==> src/rtl/hazard_scoreboard_pkg.sv <==
// Shared definitions for the hazard scoreboard.
//  hs_state_t       : back-end memory FSM state (RUN / D-cache miss freeze)
//  hs_entry_t       : one in-flight queue slot {valid, rd, we, rdy_stage}
//  FWD_FROM_REGFILE : forwarding select meaning "no bypass, read the register file"
// Entry fields are sized for the widest supported configuration. The top
// zero-extends its narrower inputs into them and checks the limits at
// elaboration time.
package hazard_scoreboard_pkg;

  localparam int HS_RD_MAX_W      = 8;
  localparam int HS_STG_MAX_W     = 4;
  localparam int FWD_FROM_REGFILE = 0;

  typedef enum logic [0:0] {
    HS_RUN   = 1'b0,
    HS_DMISS = 1'b1
  } hs_state_t;

  typedef struct packed {
    logic                    valid;
    logic [HS_RD_MAX_W-1:0]  rd;
    logic                    we;
    logic [HS_STG_MAX_W-1:0] rdy_stage;
  } hs_entry_t;

endpackage

==> src/rtl/hazard_scoreboard_match.sv <==
// hs_match: youngest-producer search and bypass select for one source operand.
//  queue  in  in-flight entries, index k-1 = stage k (1 = EX)
//  src    in  source register address
//  used   in  operand is actually read
//  fwd    out bypass stage, FWD_FROM_REGFILE when no producer is in flight
//  hazard out youngest producer has not yet reached its ready stage
module hs_match
  import hazard_scoreboard_pkg::*;
#(
  parameter int NUM_STAGES = 3,
  parameter int REG_ADDR_W = 5,
  parameter int STG_W      = 2
) (
  input  hs_entry_t              queue [NUM_STAGES],
  input  logic [REG_ADDR_W-1:0]  src,
  input  logic                   used,
  output logic [STG_W-1:0]       fwd,
  output logic                   hazard
);

  // Walk from the oldest stage toward EX so the youngest match is the one
  // left standing. x0 is hard-wired zero and never forwarded or stalled on.
  always_comb begin
    fwd    = STG_W'(FWD_FROM_REGFILE);
    hazard = 1'b0;
    for (int k = NUM_STAGES; k >= 1; k--) begin
      if (queue[k-1].valid && queue[k-1].we && used && (src != '0) &&
          (queue[k-1].rd == HS_RD_MAX_W'(src))) begin
        if (HS_STG_MAX_W'(k) >= queue[k-1].rdy_stage) begin
          fwd    = STG_W'(k);
          hazard = 1'b0;
        end else begin
          fwd    = STG_W'(FWD_FROM_REGFILE);
          hazard = 1'b1;
        end
      end
    end
  end

endmodule

==> src/rtl/hazard_scoreboard.sv <==
// hazard_scoreboard: pipeline control beside decode. Tracks in-flight
// register writes, raises RAW stalls, selects EX bypass sources, flushes on
// redirect, freezes on D-cache misses and bubbles ID on I-cache misses.
// Ports:
//  clk_i, reset_ni             clock, asynchronous active-low reset
//  id_*                        instruction currently in ID
//  dmem_req_i, dcache_ready_i  MEM access and D-cache completion
//  icache_ready_i              fetch delivered this cycle
//  redirect_i                  taken branch/jump resolved in REDIRECT_STAGE
//  pc_stall_o, id_stall_o, id_flush_o, issue_o, freeze_o   pipeline control
//  fwd_rs1_o, fwd_rs2_o        bypass source stage, 0 = register file
//  stage_valid_o               queue valid bits, bit k-1 = stage k
//  raw_stall_cnt_o, miss_stall_cnt_o  saturating stall counters
//  dbg_state_o                 memory FSM state
// ID -> EX handshake: id_valid_i is the offer, issue_o is the acceptance.
// The instruction moves into EX on a clock edge only when both are high;
// while issue_o is low the ID stage must keep id_* stable (id_stall_o) or
// drop the instruction (id_flush_o).
module hazard_scoreboard
  import hazard_scoreboard_pkg::*;
#(
  parameter int NUM_STAGES     = 3,
  parameter int REG_ADDR_W     = 5,
  parameter int REDIRECT_STAGE = 2,
  parameter int CNT_W          = 32,
  localparam int STG_W         = $clog2(NUM_STAGES + 1)
) (
  input  logic                  clk_i,
  input  logic                  reset_ni,
  input  logic                  id_valid_i,
  input  logic [REG_ADDR_W-1:0] id_rs1_i,
  input  logic                  id_rs1_used_i,
  input  logic [REG_ADDR_W-1:0] id_rs2_i,
  input  logic                  id_rs2_used_i,
  input  logic [REG_ADDR_W-1:0] id_rd_i,
  input  logic                  id_we_i,
  input  logic [STG_W-1:0]      id_rdy_stage_i,
  input  logic                  dmem_req_i,
  input  logic                  dcache_ready_i,
  input  logic                  icache_ready_i,
  input  logic                  redirect_i,
  output logic                  pc_stall_o,
  output logic                  id_stall_o,
  output logic                  id_flush_o,
  output logic                  issue_o,
  output logic                  freeze_o,
  output logic [STG_W-1:0]      fwd_rs1_o,
  output logic [STG_W-1:0]      fwd_rs2_o,
  output logic [NUM_STAGES-1:0] stage_valid_o,
  output logic [CNT_W-1:0]      raw_stall_cnt_o,
  output logic [CNT_W-1:0]      miss_stall_cnt_o,
  output hs_state_t             dbg_state_o
);

  if (REG_ADDR_W > HS_RD_MAX_W || STG_W > HS_STG_MAX_W ||
      REDIRECT_STAGE < 1 || REDIRECT_STAGE > NUM_STAGES) begin : g_bad_params
    $error("hazard_scoreboard: unsupported parameter combination");
  end

  hs_state_t state;
  hs_entry_t queue [NUM_STAGES];
  logic      haz_rs1, haz_rs2;
  logic      raw_stall, frozen, redirect_take, imiss;

  hs_match #(.NUM_STAGES(NUM_STAGES), .REG_ADDR_W(REG_ADDR_W), .STG_W(STG_W)) u_match_rs1 (
    .queue(queue), .src(id_rs1_i), .used(id_rs1_used_i), .fwd(fwd_rs1_o), .hazard(haz_rs1)
  );

  hs_match #(.NUM_STAGES(NUM_STAGES), .REG_ADDR_W(REG_ADDR_W), .STG_W(STG_W)) u_match_rs2 (
    .queue(queue), .src(id_rs2_i), .used(id_rs2_used_i), .fwd(fwd_rs2_o), .hazard(haz_rs2)
  );

  // The freeze starts in the same cycle the miss is seen and lifts in the
  // cycle the D-cache completes, so it needs the live inputs beside the state.
  assign raw_stall     = id_valid_i && (haz_rs1 || haz_rs2);
  assign frozen        = ((state == HS_DMISS) || (dmem_req_i && !dcache_ready_i)) &&
                         !((state == HS_DMISS) && dcache_ready_i);
  assign redirect_take = redirect_i && !frozen;
  assign imiss         = !icache_ready_i;
  assign dbg_state_o   = state;

  // Priority: freeze > redirect > RAW stall > I-miss. While reset is held the
  // controls sit at their reset values regardless of the other inputs.
  always_comb begin
    freeze_o   = 1'b0;
    issue_o    = 1'b0;
    pc_stall_o = 1'b0;
    id_stall_o = 1'b0;
    id_flush_o = 1'b1;
    if (reset_ni) begin
      freeze_o = frozen;
      if (frozen) begin
        pc_stall_o = 1'b1;
        id_stall_o = 1'b1;
        id_flush_o = 1'b0;
      end else if (redirect_take) begin
        id_flush_o = 1'b1;
      end else begin
        issue_o    = id_valid_i && !raw_stall;
        pc_stall_o = raw_stall || imiss;
        id_stall_o = raw_stall || imiss;
        id_flush_o = imiss && !raw_stall;
      end
    end
  end

  always_comb begin
    stage_valid_o = '0;
    for (int k = 0; k < NUM_STAGES; k++) stage_valid_o[k] = queue[k].valid;
  end

  always_ff @(posedge clk_i or negedge reset_ni) begin
    if (!reset_ni) begin
      state <= HS_RUN;
    end else begin
      case (state)
        HS_RUN:   if (dmem_req_i && !dcache_ready_i) state <= HS_DMISS;
        HS_DMISS: if (dcache_ready_i) state <= HS_RUN;
        default:  state <= HS_RUN;
      endcase
    end
  end

  // Younger-than-redirect stages are wrong-path; they are killed on their
  // way to the next stage so the shift and the squash happen in one edge.
  always_ff @(posedge clk_i or negedge reset_ni) begin
    if (!reset_ni) begin
      for (int k = 0; k < NUM_STAGES; k++) queue[k] <= '0;
    end else if (!frozen) begin
      for (int k = NUM_STAGES - 1; k >= 1; k--) begin
        queue[k] <= queue[k-1];
        if (redirect_take && (k <= REDIRECT_STAGE - 1)) queue[k].valid <= 1'b0;
      end
      if (issue_o) begin
        queue[0] <= '{valid: 1'b1, rd: HS_RD_MAX_W'(id_rd_i), we: id_we_i,
                      rdy_stage: HS_STG_MAX_W'(id_rdy_stage_i)};
      end else begin
        queue[0] <= '0;
      end
    end
  end

  always_ff @(posedge clk_i or negedge reset_ni) begin
    if (!reset_ni) begin
      raw_stall_cnt_o  <= '0;
      miss_stall_cnt_o <= '0;
    end else begin
      if (raw_stall && !frozen && !redirect_take && (raw_stall_cnt_o != '1))
        raw_stall_cnt_o <= raw_stall_cnt_o + 1'b1;
      if ((frozen || imiss) && (miss_stall_cnt_o != '1))
        miss_stall_cnt_o <= miss_stall_cnt_o + 1'b1;
    end
  end

endmodule

==> config.mk <==
export PLATFORM = sky130hd
export DESIGN_NAME = hazard_scoreboard
export DESIGN_NICKNAME = d
export VERILOG_FILES = /design/src/rtl/hazard_scoreboard_pkg.sv /design/src/rtl/hazard_scoreboard_match.sv /design/src/rtl/hazard_scoreboard.sv
export SDC_FILE = /design/constraint.sdc
export NUM_CORES = 1
export LEC_CHECK = 0
export BUFFER_PORTS_ARGS = -buffer_cell sky130_fd_sc_hd__clkbuf_2
export CAP_MARGIN = 25
export CORE_MARGIN = 2
export CORE_UTILIZATION = 28
export DETAILED_ROUTE_END_ITERATION = 6
export SLEW_MARGIN = 20
export SYNTH_ARGS = -nofsm -noshare
export SYNTH_HDL_FRONTEND = slang
export SYNTH_SLANG_ARGS = --single-unit
==> constraint.sdc <==
create_clock -name clk_i -period 2.1 [get_ports clk_i]
set_input_delay 0.21 -clock clk_i [delete_from_list [all_inputs] [get_ports clk_i]]
set_output_delay 0.21 -clock clk_i [all_outputs]
set_load 0.02 [all_outputs]
After elaboration in Yosys (flattened, before gate mapping)
Index checks and enable logic that the tools add are counted.
{ "op_classes": {"n_reduce_logical": 44, "bitwise_logic": 1, "magnitude_cmp": 3, "n_addsub": 2, "eq_ne": 8, "mux": 33} }
{ "op_table": {"columns": ["cell", "count"], "rows": [
  ["$add 32x1->32 const B", 2],
  ["$ne 32x32->1 const B", 2],
  ["$eq 8x5->1", 6],
  ["$logic_and 1x1->1", 32],
  ["$mux 1", 23],
  ["$mux 2", 8],
  ["$mux 14", 1],
  ["$reduce_bool 5->1", 2],
  ["$ge 2x4->1 const A", 2],
  ["$logic_not 1->1", 6],
  ["$ge 1x4->1 const A", 1],
  ["$logic_or 1x1->1", 4],
  ["$pmux 1 s2", 1],
  ["$not 1->1", 1]
]} }
{ "totals": {"elab_cells": 106, "ff_bits": 107} }

Logic depth before layout (Yosys ltp)
{ "logic_depth": {"ltp_word": 15, "ltp_mapped": 9, "ltp_nobuf": 7} }

By module
Synthesis repeated with hierarchy kept, for this count alone.
{ "hier_totals": {"hier_cells": 499, "area_unflattened_um2": 4898.4} }
{ "modules_own_cells": {"columns": ["mod", "area_per_inst_um2", "instances", "cells_each", "seq_area_each_um2"], "rows": [
  ["hazard_scoreboard", 4262.8, 1, 413, 2302.2],
  ["hs_match", 317.8, 2, 43, 0.0]
]} }

Worst setup path after synthesis
Ideal clock, no wire load.
{ "synth_path": {"path_type": "register to output", "startpoint": "register queue[23] (netlist name)", "endpoint": "output pc_stall_o", "slack_ns": -0.326, "stages_incl_launch_ff": 10, "arrival_ns": 2.216, "t_required_ns": 1.890, "cell_sequence": "dfrtp_1 -> xor2_1 -> nor4_1 -> nand3_1 -> o22a_1 -> o21ai_4 -> buf_6 -> a21oi_1 -> nor2b_1 -> buf_4"} }
{ "synth_between": {"elab_chain_len": 10, "elab_cells_between_ends": 14, "cone_classes": "2 x eq/ne; 7 x mux; 5 x reduce/logical"} }
{ "synth_rtl": {"columns": ["element", "line_no", "rtl"], "rows": [
  ["$eq 8x5->1", "hazard_scoreboard_match.sv:28", "(queue[k-1].rd == HS_RD_MAX_W'(src))) begin"],
  ["$logic_and 1x1->1", "hazard_scoreboard_match.sv:27", "if (queue[k-1].valid && queue[k-1].we && used && (src != '0) &&"],
  ["$mux 1 (2 in a row)", "hazard_scoreboard_match.sv:27", null],
  ["$logic_or 1x1->1 *", "hazard_scoreboard.sv:75", "assign raw_stall = id_valid_i && (haz_rs1 || haz_rs2);"],
  ["$logic_and 1x1->1 *", "hazard_scoreboard.sv:75", null],
  ["$logic_or 1x1->1 *", null, null],
  ["$mux 1 * (3 in a row)", null, null],
  ["to (decl)", "hazard_scoreboard.sv:42", "output logic pc_stall_o,"]
]} }
Every way passes the cells marked *; elsewhere a longest branch is shown, timed or not.

Final worst setup path
{ "layout_path": {"startpoint": "register queue[22] (netlist name)", "endpoint": "output id_stall_o"} }
{ "layout_between": {"elab_chain_len": 10, "elab_cells_between_ends": 14, "cone_classes": "2 x eq/ne; 7 x mux; 5 x reduce/logical"} }
{ "layout_rtl": {"columns": ["element", "line_no", "rtl"], "rows": [
  ["$eq 8x5->1", "hazard_scoreboard_match.sv:28", null],
  ["$logic_and 1x1->1", "hazard_scoreboard_match.sv:27", null],
  ["$mux 1 (2 in a row)", "hazard_scoreboard_match.sv:27", null],
  ["$logic_or 1x1->1 *", "hazard_scoreboard.sv:75", null],
  ["$logic_and 1x1->1 *", "hazard_scoreboard.sv:75", null],
  ["$logic_or 1x1->1 *", "hazard_scoreboard.sv:101", "id_stall_o = raw_stall || imiss;"],
  ["$mux 1 *", "hazard_scoreboard.sv:96", "end else if (redirect_take) begin"],
  ["$mux 1 *", "hazard_scoreboard.sv:92", "if (frozen) begin"],
  ["$mux 1 *", "hazard_scoreboard.sv:90", "if (reset_ni) begin"],
  ["to (decl)", "hazard_scoreboard.sv:43", "output logic id_stall_o,"]
]} }
Marks and branches as above.

==> reports/metrics.cfg <==
[clock_tree]
numCtsBuffers=9
insertion_delay_ns=0.35
clk_path_buf_depth=2
htreeDepth=3
cts_tree=built
cts_sinks=90
path_clk_slew_ns=0.06
root_buffer=clkbuf_16

[timing]
max_freq_mhz=397
setup_ws_ns=-0.419
setup_viol=49
min_period_over_period_pct=120
fin_skew_ns=0.00794
max-slew-margin-rel_pct=57.0
min_period_ns=2.52
worstMarginPinSlew_ns=0.645
finalHoldViolCount=0
rsz0062_at_grt=true
setup_tns_ns=-9.55
slew_viol_final=0

[run]
cap_violations=0

[global_routing]
grtUsageTotal_pct=15.7
gr-total-overflow=0
grt_max_degree=50
grt_pass1_wl_um=22000
grt_pass1_vias=4148
antenna_found_initial=0

[pwr]
p_per_area_nw_per_um2=642
p_leak_uw=0.00319
ir_drop_uv=349

[critical_path]
endpoint=id_stall_o
startpoint_type=flip-flop
crit_path_end_kind=output port
r2r_cells=10
worstPathArrival_ns=2.31
reg2reg_to=raw_stall_cnt_o[22]
crit_fanout=3
critPathKind=flip-flop to output port
r2r-start=queue[22]
rrSetupSlack_ns=-0.26
startpoint=queue[22]
cp.required_ns=1.89

[route]
drt_iter0_markers=176
vias=4007
routedWlPerCell_um=15.6
drc=0
ant_nets=0
via_per_inst=4.71
first_pass_iters=4
wirelength_um=13200

[placement]
place_area_um2=5840
numPortBuffers=103
place_hpwl_um=9530
gp_congestion=0.874

[cells_and_area]
fillerInstances=1590
area_growth_pct=45.3
final_nets=658
stdcell_area_um2=6640
antenna_cells=0
drive_gt1_share_pct=40.1

[synthesis]
syn_area_um2=4570
synth_top_flop_cell=dfrtp_1
synth_edf_count=0
synth_warnings=0
yosysSeqAreaShare_pct=49.3
ys_seq_elements=90
synth_area_leaders=dfrtp_1 (49%), xnor2_1 (14%), nand2_1 (6.4%)
syn_area_per_cell_um2=10.1
synth_top_area_share_pct=49.3
synth_cell_types=44
yosys.area.top_type=dfrtp_1
async_flop_share_pct=100
syn_inst=451
syn-num-nets=480

[floorplanning]
start_util_pct=28.7
io_pins=104
die_x_um=132
dieHeight_um=132
die_area_um2=17400
core_um2=15900
core.rowCount=46

[status]
violations=negative setup slack
status=finished, violations left

[worst_hold_path]
hold_start=id_rd_i[4]
hp-class=primary input to flip-flop

logic make-up after synthesis:
logic type,count (synthesis),share of synthesized area [%]
XOR/XNOR,92,17.6
AND/OR/NAND/NOR,221,25.4
adder cells (fa/ha/maj),2,0.548
AO/OA/AOI/OAI,23,3.94
multiplexers,4,0.931
buffers and inverters,19,2.22
flip-flops,90,49.3
critical path: stages (launching register included):
cell     delay [ns]
dfrtp_1        0.41
xnor2_1        0.19
nand4_1        0.14
or3_1          0.35
o22a_1         0.25
o21ai_4        0.22
a21oi_2        0.10
nor2b_4        0.16
buf_6          0.14
where the power goes:
group	switching (µW)	total [µW]	internal [µW]
Clock	673	1540	862
Sequential	102	1940	1840
Combinational	440	787	347
stage by stage:
| stage | instances | hold slack, ns | power [µW] | setup WS, ns | util, % |
|---|---|---|---|---|---|
| after global placement | 821 | 0.0515 | 2720 | -0.191 | 36.7 |
| after CTS | 847 | 0.0676 | 4300 | -0.467 | 40.4 |
| after detailed placement | 821 | 0.0540 | 2730 | -0.228 | 36.7 |
| after global routing | 850 | 0.0809 | 4490 | -0.511 | 41.6 |
| final | 850 | 0.0781 | 4270 | -0.419 | 41.6 |
| after floorplan | 451 | -0.0856 | 2360 | -0.120 | - |
cell usage in the layout, fill, tap and decap left out, drive strengths merged, types with 13 or more instances in the layout:
| cell type | n |
|---|---|
| clkbuf | 109 |
| nand3 | 33 |
| nor2 | 18 |
| xnor2 | 72 |
| nand4 | 29 |
| dfrtp | 90 |
| buf | 85 |
| nand2 | 78 |
| and4 | 15 |
| xor2 | 20 |
| and3 | 13 |
timing repair:
| action | CTS | global route |
|---|---|---|
| gates cloned | 2 | 0 |
| endpoints found under the hold margin | 41 | 0 |
| hold buffers | 1 | 0 |
| setup buffers | 8 | 6 |
| resized for setup | 52 | 45 |
| endpoints found under the setup margin | 48 | 60 |
| pin swaps | 34 | 32 |
how the worst min path moves through the flow:
stage	endpoint	depth (start not counted)
2_1_floorplan	dbg_state_o	0
3_3_place_gp	raw_stall_cnt_o[25]	1
3_5_place_dp	raw_stall_cnt_o[25]	1
4_1_cts	queue[37]	2
5_1_grt	queue[37]	2
6_report	queue[37]	2
synth_stat cells (8+ instances only):
library cell / count
and3_1: 13
dfrtp_1: 90
nor2_1: 17
nand2_1: 78
nand3_1: 33
xor2_1: 20
nand4_1: 29
a22o_1: 8
xnor2_1: 72
and4_1: 15
final cells by class:
| cell class | count | area, µm² | area share [%] |
|---|---|---|---|
| Clock buffer | 13 | 260 | 3.92 |
| Clock inverter | 3 | 15.0 | 0.226 |
| Inverter | 4 | 15.0 | 0.226 |
| Multi-Input combinational cell | 342 | 2550 | 38.4 |
| Sequential cell | 90 | 2260 | 34.0 |
| Tap cell | 216 | 270 | 4.07 |
| Timing Repair Buffer | 182 | 1270 | 19.1 |
registers in the layout, summed over array words and instances (netlist names):
register          flops
dbg_state_o           1
stage_valid_o         3
queue                22
miss_stall_cnt_o     32
raw_stall_cnt_o      32
metal layers:
metal  vias up  share of wire (%)  global-route usage (%)
li1       1930                  -                       -
met2        84                 49                    25.4
met5         -                  0                       0
met3        22                4.6                    3.50
met1      1971                 44                    20.4
met4         0                2.5                    6.46
(Power assumes the default switching activity.)
